`src/rtl/rr_grant_ctrl_pkg.sv`:
```
// rr_grant_ctrl_pkg: shared sizes and state encoding for the grant controller
package rr_grant_ctrl_pkg;
  localparam int N = 8;
  localparam int IDXW = 3;
  localparam int CNTW = 16;
  typedef enum logic {IDLE = 1'b0, GRANT = 1'b1} state_t;
endpackage

```
`src/rtl/rr_grant_ctrl_pick.sv`:
```
// rr_pick: combinational rotating priority encoder, searching downward from start
module rr_pick
  import rr_grant_ctrl_pkg::*;
(
  input  logic [N-1:0]    vec,
  input  logic [IDXW-1:0] start,
  input  logic            mode,
  output logic            found,
  output logic [IDXW-1:0] idx
);
  logic [IDXW-1:0] base;
  assign base = mode ? start : IDXW'(N - 1);
  // Walk from lowest to highest priority so the highest-priority hit is written last
  always_comb begin
    found = 1'b0;
    idx = '0;
    for (int i = N - 1; i >= 0; i--) begin
      if (vec[base - IDXW'(i)]) begin
        found = 1'b1;
        idx = base - IDXW'(i);
      end
    end
  end
endmodule

```
`src/rtl/rr_grant_ctrl.sv`:
```
// rr_grant_ctrl: 8-way hold-until-release arbiter with optional hold timeout preemption
module rr_grant_ctrl
  import rr_grant_ctrl_pkg::*;
#(
  parameter int RR_MODE = 1,
  parameter int MAX_HOLD = 16
) (
  input  logic            clk,
  input  logic            rst_n,
  input  logic [N-1:0]    req,
  output logic [N-1:0]    gnt,
  output logic [IDXW-1:0] gnt_idx,
  output logic            gnt_valid,
  output logic            preempt
);
  state_t          state;
  logic [CNTW-1:0] hold_cnt;
  logic [IDXW-1:0] last;
  logic [N-1:0]    mask;
  logic [N-1:0]    cand;
  logic [IDXW-1:0] start;
  logic [IDXW-1:0] w;
  logic            found;
  logic            timeout;
  logic            owner_req;

  assign cand = req & ~mask;
  assign start = last - IDXW'(1);
  assign owner_req = req[gnt_idx];
  assign timeout = (MAX_HOLD != 0) && (hold_cnt == CNTW'(MAX_HOLD - 1)) && (|(req & ~gnt));

  rr_pick u_pick (
    .vec  (cand),
    .start(start),
    .mode (RR_MODE != 0),
    .found(found),
    .idx  (w)
  );

  // Arbitration FSM: grant from IDLE, release on owner drop or contended timeout
  always_ff @(posedge clk or negedge rst_n) begin
    if (!rst_n) begin
      state <= IDLE;
      gnt <= '0;
      gnt_idx <= '0;
      gnt_valid <= 1'b0;
      preempt <= 1'b0;
      hold_cnt <= '0;
      last <= '0;
      mask <= '0;
    end else if (state == IDLE) begin
      preempt <= 1'b0;
      if (found) begin
        state <= GRANT;
        gnt <= N'(1) << w;
        gnt_idx <= w;
        gnt_valid <= 1'b1;
        hold_cnt <= '0;
        last <= w;
        mask <= '0;
      end else if (|req) begin
        mask <= '0;
      end
    end else begin
      hold_cnt <= (&hold_cnt) ? hold_cnt : hold_cnt + CNTW'(1);
      if (!owner_req || timeout) begin
        state <= IDLE;
        gnt <= '0;
        gnt_idx <= '0;
        gnt_valid <= 1'b0;
        preempt <= owner_req;
        mask <= owner_req ? gnt : '0;
      end
    end
  end

  // Grant vector must be one-hot or zero and agree with the encoded index
  always_ff @(posedge clk) begin
    if (rst_n) assert ($onehot0(gnt) && (gnt == (gnt_valid ? N'(1) << gnt_idx : '0)));
  end
endmodule

```
`config.mk`:
```
export PLATFORM = sky130hd
export DESIGN_NAME = rr_grant_ctrl
export DESIGN_NICKNAME = d
export VERILOG_FILES = /design/src/rtl/rr_grant_ctrl_pkg.sv /design/src/rtl/rr_grant_ctrl_pick.sv /design/src/rtl/rr_grant_ctrl.sv
export SDC_FILE = /design/constraint.sdc
export NUM_CORES = 1
export LEC_CHECK = 0
export ABC_AREA = 1
export BUFFER_PORTS_ARGS = -buffer_cell sky130_fd_sc_hd__buf_2
export CAP_MARGIN = 20
export CORE_MARGIN = 2
export CORE_UTILIZATION = 60
export DETAILED_ROUTE_END_ITERATION = 10
export PLACE_DENSITY_LB_ADDON = 0.2
export SETUP_SLACK_MARGIN = 0.02
export SYNTH_ARGS = -nofsm -noshare
export SYNTH_HDL_FRONTEND = slang
export SYNTH_SLANG_ARGS = --single-unit
```
`constraint.sdc`:
```
create_clock -name clk -period 3 [get_ports clk]
set_clock_uncertainty 0.05 [all_clocks]
set_input_delay 0.45 -clock clk [delete_from_list [all_inputs] [get_ports clk]]
set_output_delay 0.45 -clock clk [all_outputs]
set_load 0.02 [all_outputs]
```
# Word level (Yosys, flattened, before mapping)
# Index checks and enable logic that the tools add are counted.
# op_classes
n_addsub	9
div	0
n_mul	0
muxes	56
n_bitwise	5
n_lt_le_gt_ge	9
reduce_logical	12
shifts	1
eq_ne	3
# ops
operator	n
$mux W8	8
$mux W16	3
$lt A3 B4 Y1 const B	9
$mux W3	11
$bmux W1 S3	9
$mux W1	25
$add A16 B1 Y16 const B	1
$and A8 B8 Y8	2
$eq A16 B4 Y1 const B	1
$not A8 Y8	2
$reduce_and A16 Y1	1
$reduce_or A8 Y1	2
$sub A3 B3 Y3 const B	4
$reduce_and A2 Y1	4
$shl A1 B3 Y8 const A	1
$sub A3 B1 Y3 const B	2
$sub A3 B2 Y3 const B	2
$reduce_bool A3 Y1	1
$ne A2 B1 Y1 const B	1
$ne A2 B2 Y1 const B	1
$reduce_bool A2 Y1	1
$logic_and A1 B1 Y1	1
$logic_not A1 Y1	1
$logic_or A1 B1 Y1	1
$not A1 Y1	1
# totals
word_cells	103
latchBits	0
in_bits	10
mem_count	0
ff_bits	41
rom_bits	0
ram_bits	0

# Depth between registers and ports, before layout
# depth
depth_word	15
mapped_depth	22

# Cells and area by module
# From an unflattened synthesis, not the netlist that was laid out.
# hier_totals
cells_unflattened	479
area_unflattened_um2	3071.7
# modules_own_cells
mod	cells_per_inst	area_each_um2	instances	seq_area_each_um2
rr_grant_ctrl	331	2366.0	1	1026.0
rr_pick	148	705.7	1	0.0

# Worst setup path before layout
# OpenSTA, ideal clock, no wires.
# synth_timing
kind	register to register
from	register last[0]
to	register gnt[5]
setup_slack_ns	0.500
path_stages_with_launch	21
t_arrival_ns	2.374
path_buffers	5
setup_ns	0.076
path_cell_list	dfrtp_1 > inv_2 > buf_6 > ha_1 > buf_6 > inv_4 > buf_6 > nand2_4 > nand2_4 > nand3_1 > nand3_1 > nand2_2 > nor2_4 > nand3_2 > nor2_2 > nor2_2 > buf_6 > a21oi_4 > buf_6 > nand2_1 > o21ai_1
# synth_between
elab_chain_cells	15
elab_cells_between_ends	45
cone_classes	add/sub: 8; shift: 1; mux: 34; reduce/logical: 2
# synth_rtl
item	line_no	rtl
from (decl)	rr_grant_ctrl.sv:18	logic [IDXW-1:0] last;
from (signal assigned)	rr_grant_ctrl.sv:59	last <= w;
$sub A3 B1 Y3 *	rr_grant_ctrl.sv:28	assign start = last - IDXW'(1);
$sub A3 B3 Y3	rr_grant_ctrl_pick.sv:18, rr_grant_ctrl_pick.sv:20	
$bmux W1 S3	rr_grant_ctrl_pick.sv:18	if (vec[base - IDXW'(i)]) begin
$mux W1 (implied by the code)	rr_grant_ctrl_pick.sv:18	
$mux W3 (8 in a row)	rr_grant_ctrl_pick.sv:18	
$shl A1 B3 Y8	rr_grant_ctrl.sv:55	gnt <= N'(1) << w;
$mux W8	rr_grant_ctrl.sv:53	if (found) begin
$mux W8	rr_grant_ctrl.sv:51	end else if (state == IDLE) begin
to (signal assigned)	rr_grant_ctrl.sv:55	
to (decl)	rr_grant_ctrl.sv:11	output logic [N-1:0] gnt,
# Mark *: on every way between the ends. The rest lies on a longest branch, timed or not. The select of a mux whose other input is x is not followed.
# A chain may end at the register's enable or synchronous reset.

# Worst setup path in the final report
# layout_timing
from	register last[0]
to	register hold_cnt[11]
# layout_between
elab_chain_cells	14
elab_cells_between_ends	34
cone_classes	add/sub: 8; mux: 24; reduce/logical: 2
# layout_rtl
item	line_no	rtl
$sub A3 B1 Y3 *	rr_grant_ctrl.sv:28	
$sub A3 B3 Y3	rr_grant_ctrl_pick.sv:18	
$bmux W1 S3	rr_grant_ctrl_pick.sv:18	
$mux W1 (implied by the code)	rr_grant_ctrl_pick.sv:18	
$mux W1 (7 in a row)	rr_grant_ctrl_pick.sv:18	
$mux W1 *	rr_grant_ctrl_pick.sv:18	
$reduce_bool A2 Y1 (no source line) *	--	
$reduce_and A2 Y1 (no source line) *	--	
to (signal assigned)	rr_grant_ctrl.sv:65	hold_cnt <= (&hold_cnt) ? hold_cnt : hold_cnt + CNTW'(1);
to (decl)	rr_grant_ctrl.sv:17	logic [CNTW-1:0] hold_cnt;
# Marks and branches as above.

==> results.md <==
- DPL Wire Length: 5392 um
- FFs w/ async S/R, synth: 100.0%
- Post-cts hold buffer count: 0
- Gp weighted congestion: 0.9616
- Distinct cells, synth: 36
- Max_cap viols: 0
- Worst-path clk slew: 0.09 ns
- Final Setup Violations: 0
- Core Util, Final: 66.26%
- Final #Nets: 441
- Area grow syn2layout: 8.246%
- EDFF count, synth: 0
- Crit Path Category: reg2reg
- First-pass GRT wire length: 11720 um
- Worst setup SP type: flip-flop
- Final hold vios: 0
- RSZ-0062 raised after global routing: false
- Worst EP arrival: 2.89 ns
- Synth top area cells: dfrtp_1 36%, nand2_1 14%, nand3_1 13%
- Initial antenna violation count: 0
- Routed Antenna Nets: 0
- CTS Buffer Depth: 2
- Diodes inserted: 0
- Pin count of the biggest net entering global routing: 42
- Yosys Warn Count: 0
- Crit share post-route: 91.62%
- Measured slew at the worst slew-check pin: 0.8807 ns
- Routed via count: 2757
- Die span in x: 72.96 um
- Yosys top cell area share: 35.96%
- Reg2Reg Depth: 16
- FMAX: 363.8 MHz
- GRT Overall Usage: 28.83%
- Cts bufs inserted: 5
- WP data required: 3.14 ns
- Congestion Overflow GR: 0
- R2r startpoint: last[0]$_DFFE_PN0P_
- Clock net sink count: 41
- Cells after synthesis: 406
- Htree depth: 2
- Total Wirelength: 6973 um
- Skew-Pair Late Insertion Delay: 0.30 ns
- Fillers: 422
- Syn Nets: 419
- Slew HR: 41.29%
- Status: completed
- Die area: 5322 sq um
- Reg2reg end: hold_cnt[11]$_DFFE_PN0P_
- Core area: 4661 sq um
- Detailed-route vias per instance: 5.708
- Iter 0 DRT Violations: 282
- Top cells by count, synth: 107 x nand2_1, 72 x nand3_1, 49 x inv_1, 41 x dfrtp_1, 21 x nor2_1
- Reg2reg setup slack: 0.25 ns
- Port Buffers: 22
- Initial Util: 61.21%
- Ys flop type: dfrtp_1
- DRC errors left: 0
- Post-DR wirelength/cell: 14.44 um
- TritonCTS clock tree: done
- Min-delay worst type: in2async
- CP endpoint kind: flip-flop
- Period minus WS final: 2.749 ns
- Mapped Area: 2853 sq um
- Slew Limit Fails: 0
- Setup bufs post-CTS: 0
- Flops & latches, synth: 41
- Crit path max fanout: 11
- Layout cells sized above 1: 13.99%
- Number of global-route vias before repair: 2492
- Setup TNS: 0 ns
- Most common cell in the netlist: nand2_1
- Biggest area consumer among synthesized cells: dfrtp_1
- Drt pass-1 iters: 5
- Die height: 72.96 um
- Root Driver: clkbuf_8
- Number of cell rows: 25
- Gates resized, CTS repair: 0
- Avg Cell Area, Syn: 7.026 sq um
- Top-level I/O count: 23
- Post-synthesis sequential area ratio: 35.96%
-- registers in the layout (all words and copies together) (netlist names) --
register   flops
gnt_idx        3
mask           8
gnt            8
preempt        1
gnt_valid      1
state          1
last           3
hold_cnt      16
-- layout make-up --
class	instances	area [sq um]	share of cell area, %
inverter	56	212.7	6.888
clock buffer	6	72.57	2.350
timing repair buffer	25	132.6	4.295
tap	54	67.56	2.188
clock inverter	2	38.79	1.256
sequential	41	1026	33.23
multi-input combinational	299	1538	49.80
-- cells in the final DEF (no fill, tap or decap), types with 5 or more instances in the layout --
cell type	instances
buf_2	22
nor4_1	6
nand2_1	106
o21ai_0	17
nand3_2	5
dfrtp_1	41
a21oi_1	16
inv_1	49
o22ai_1	7
nand2_2	6
nor2_1	21
inv_2	5
nor3_1	6
xor2_1	9
nand3_1	72
clkbuf_8	5
-- cells by family after synthesis --
logic type,after synthesis,synth area share (%)
flops,41,35.96
simple gates,235,38.55
compound gates,50,10.39
buf+inv,66,10.39
fa+ha+maj,3,1.316
xor+xnor,11,3.377
-- routing by layer --
| metal | vias to the layer above | track usage (%) | part of all wire (%) |
|---|---|---|---|
| met4 | 0 | 8.436 | 1.3 |
| met3 | 10 | 4.558 | 4.9 |
| met5 | - | 0 | 0 |
| met2 | 79 | 49.19 | 50 |
| li1 | 1372 | - | - |
| met1 | 1296 | 37.90 | 44 |
-- worst max-delay path by stage --
stage	startpoint	endpoint	slack [ns]	cells after the start
floorplan	last[0]$_DFFE_PN0P_	gnt[5]$_DFFE_PN0P_	0.50	20
global placement	last[0]$_DFFE_PN0P_	gnt[1]$_DFFE_PN0P_	0.19	16
detailed placement	last[0]$_DFFE_PN0P_	hold_cnt[11]$_DFFE_PN0P_	0.06	17
CTS	last[0]$_DFFE_PN0P_	hold_cnt[11]$_DFFE_PN0P_	0.06	17
global route	last[0]$_DFFE_PN0P_	gnt[1]$_DFFE_PN0P_	0.02	16
finish	last[0]$_DFFE_PN0P_	hold_cnt[11]$_DFFE_PN0P_	0.25	16
-- worst max-delay path, cell delays in order, from the launching register on --
cell and delay (ns):
dfrtp_1 0.37, inv_2 0.05, ha_1 0.38, inv_4 0.16
nand2_1 0.08, nand2_2 0.13, nand3_1 0.15, nand3_1 0.12
nand2_1 0.10, nor2_1 0.10, nand3_1 0.09, nor2_2 0.19
nor2_4 0.11, inv_1 0.19, nand2_2 0.14, a21oi_1 0.16
nor2_1 0.06
-- metrics by stage --
stage	hold slack, ns	setup slack [ns]	instance area [sq um]	instances
floorplan	0.1044	0.4995	2853	406
global placement	0.4190	0.1927	2969	475
detailed placement	0.4267	0.06362	2969	475
CTS	0.2357	0.06012	3080	483
global route	0.3003	0.02026	3088	483
finish	0.2015	0.2515	3088	483
Power is not shown: default switching activity piles up to over one toggle a cycle in this logic, so the estimate is an artifact.
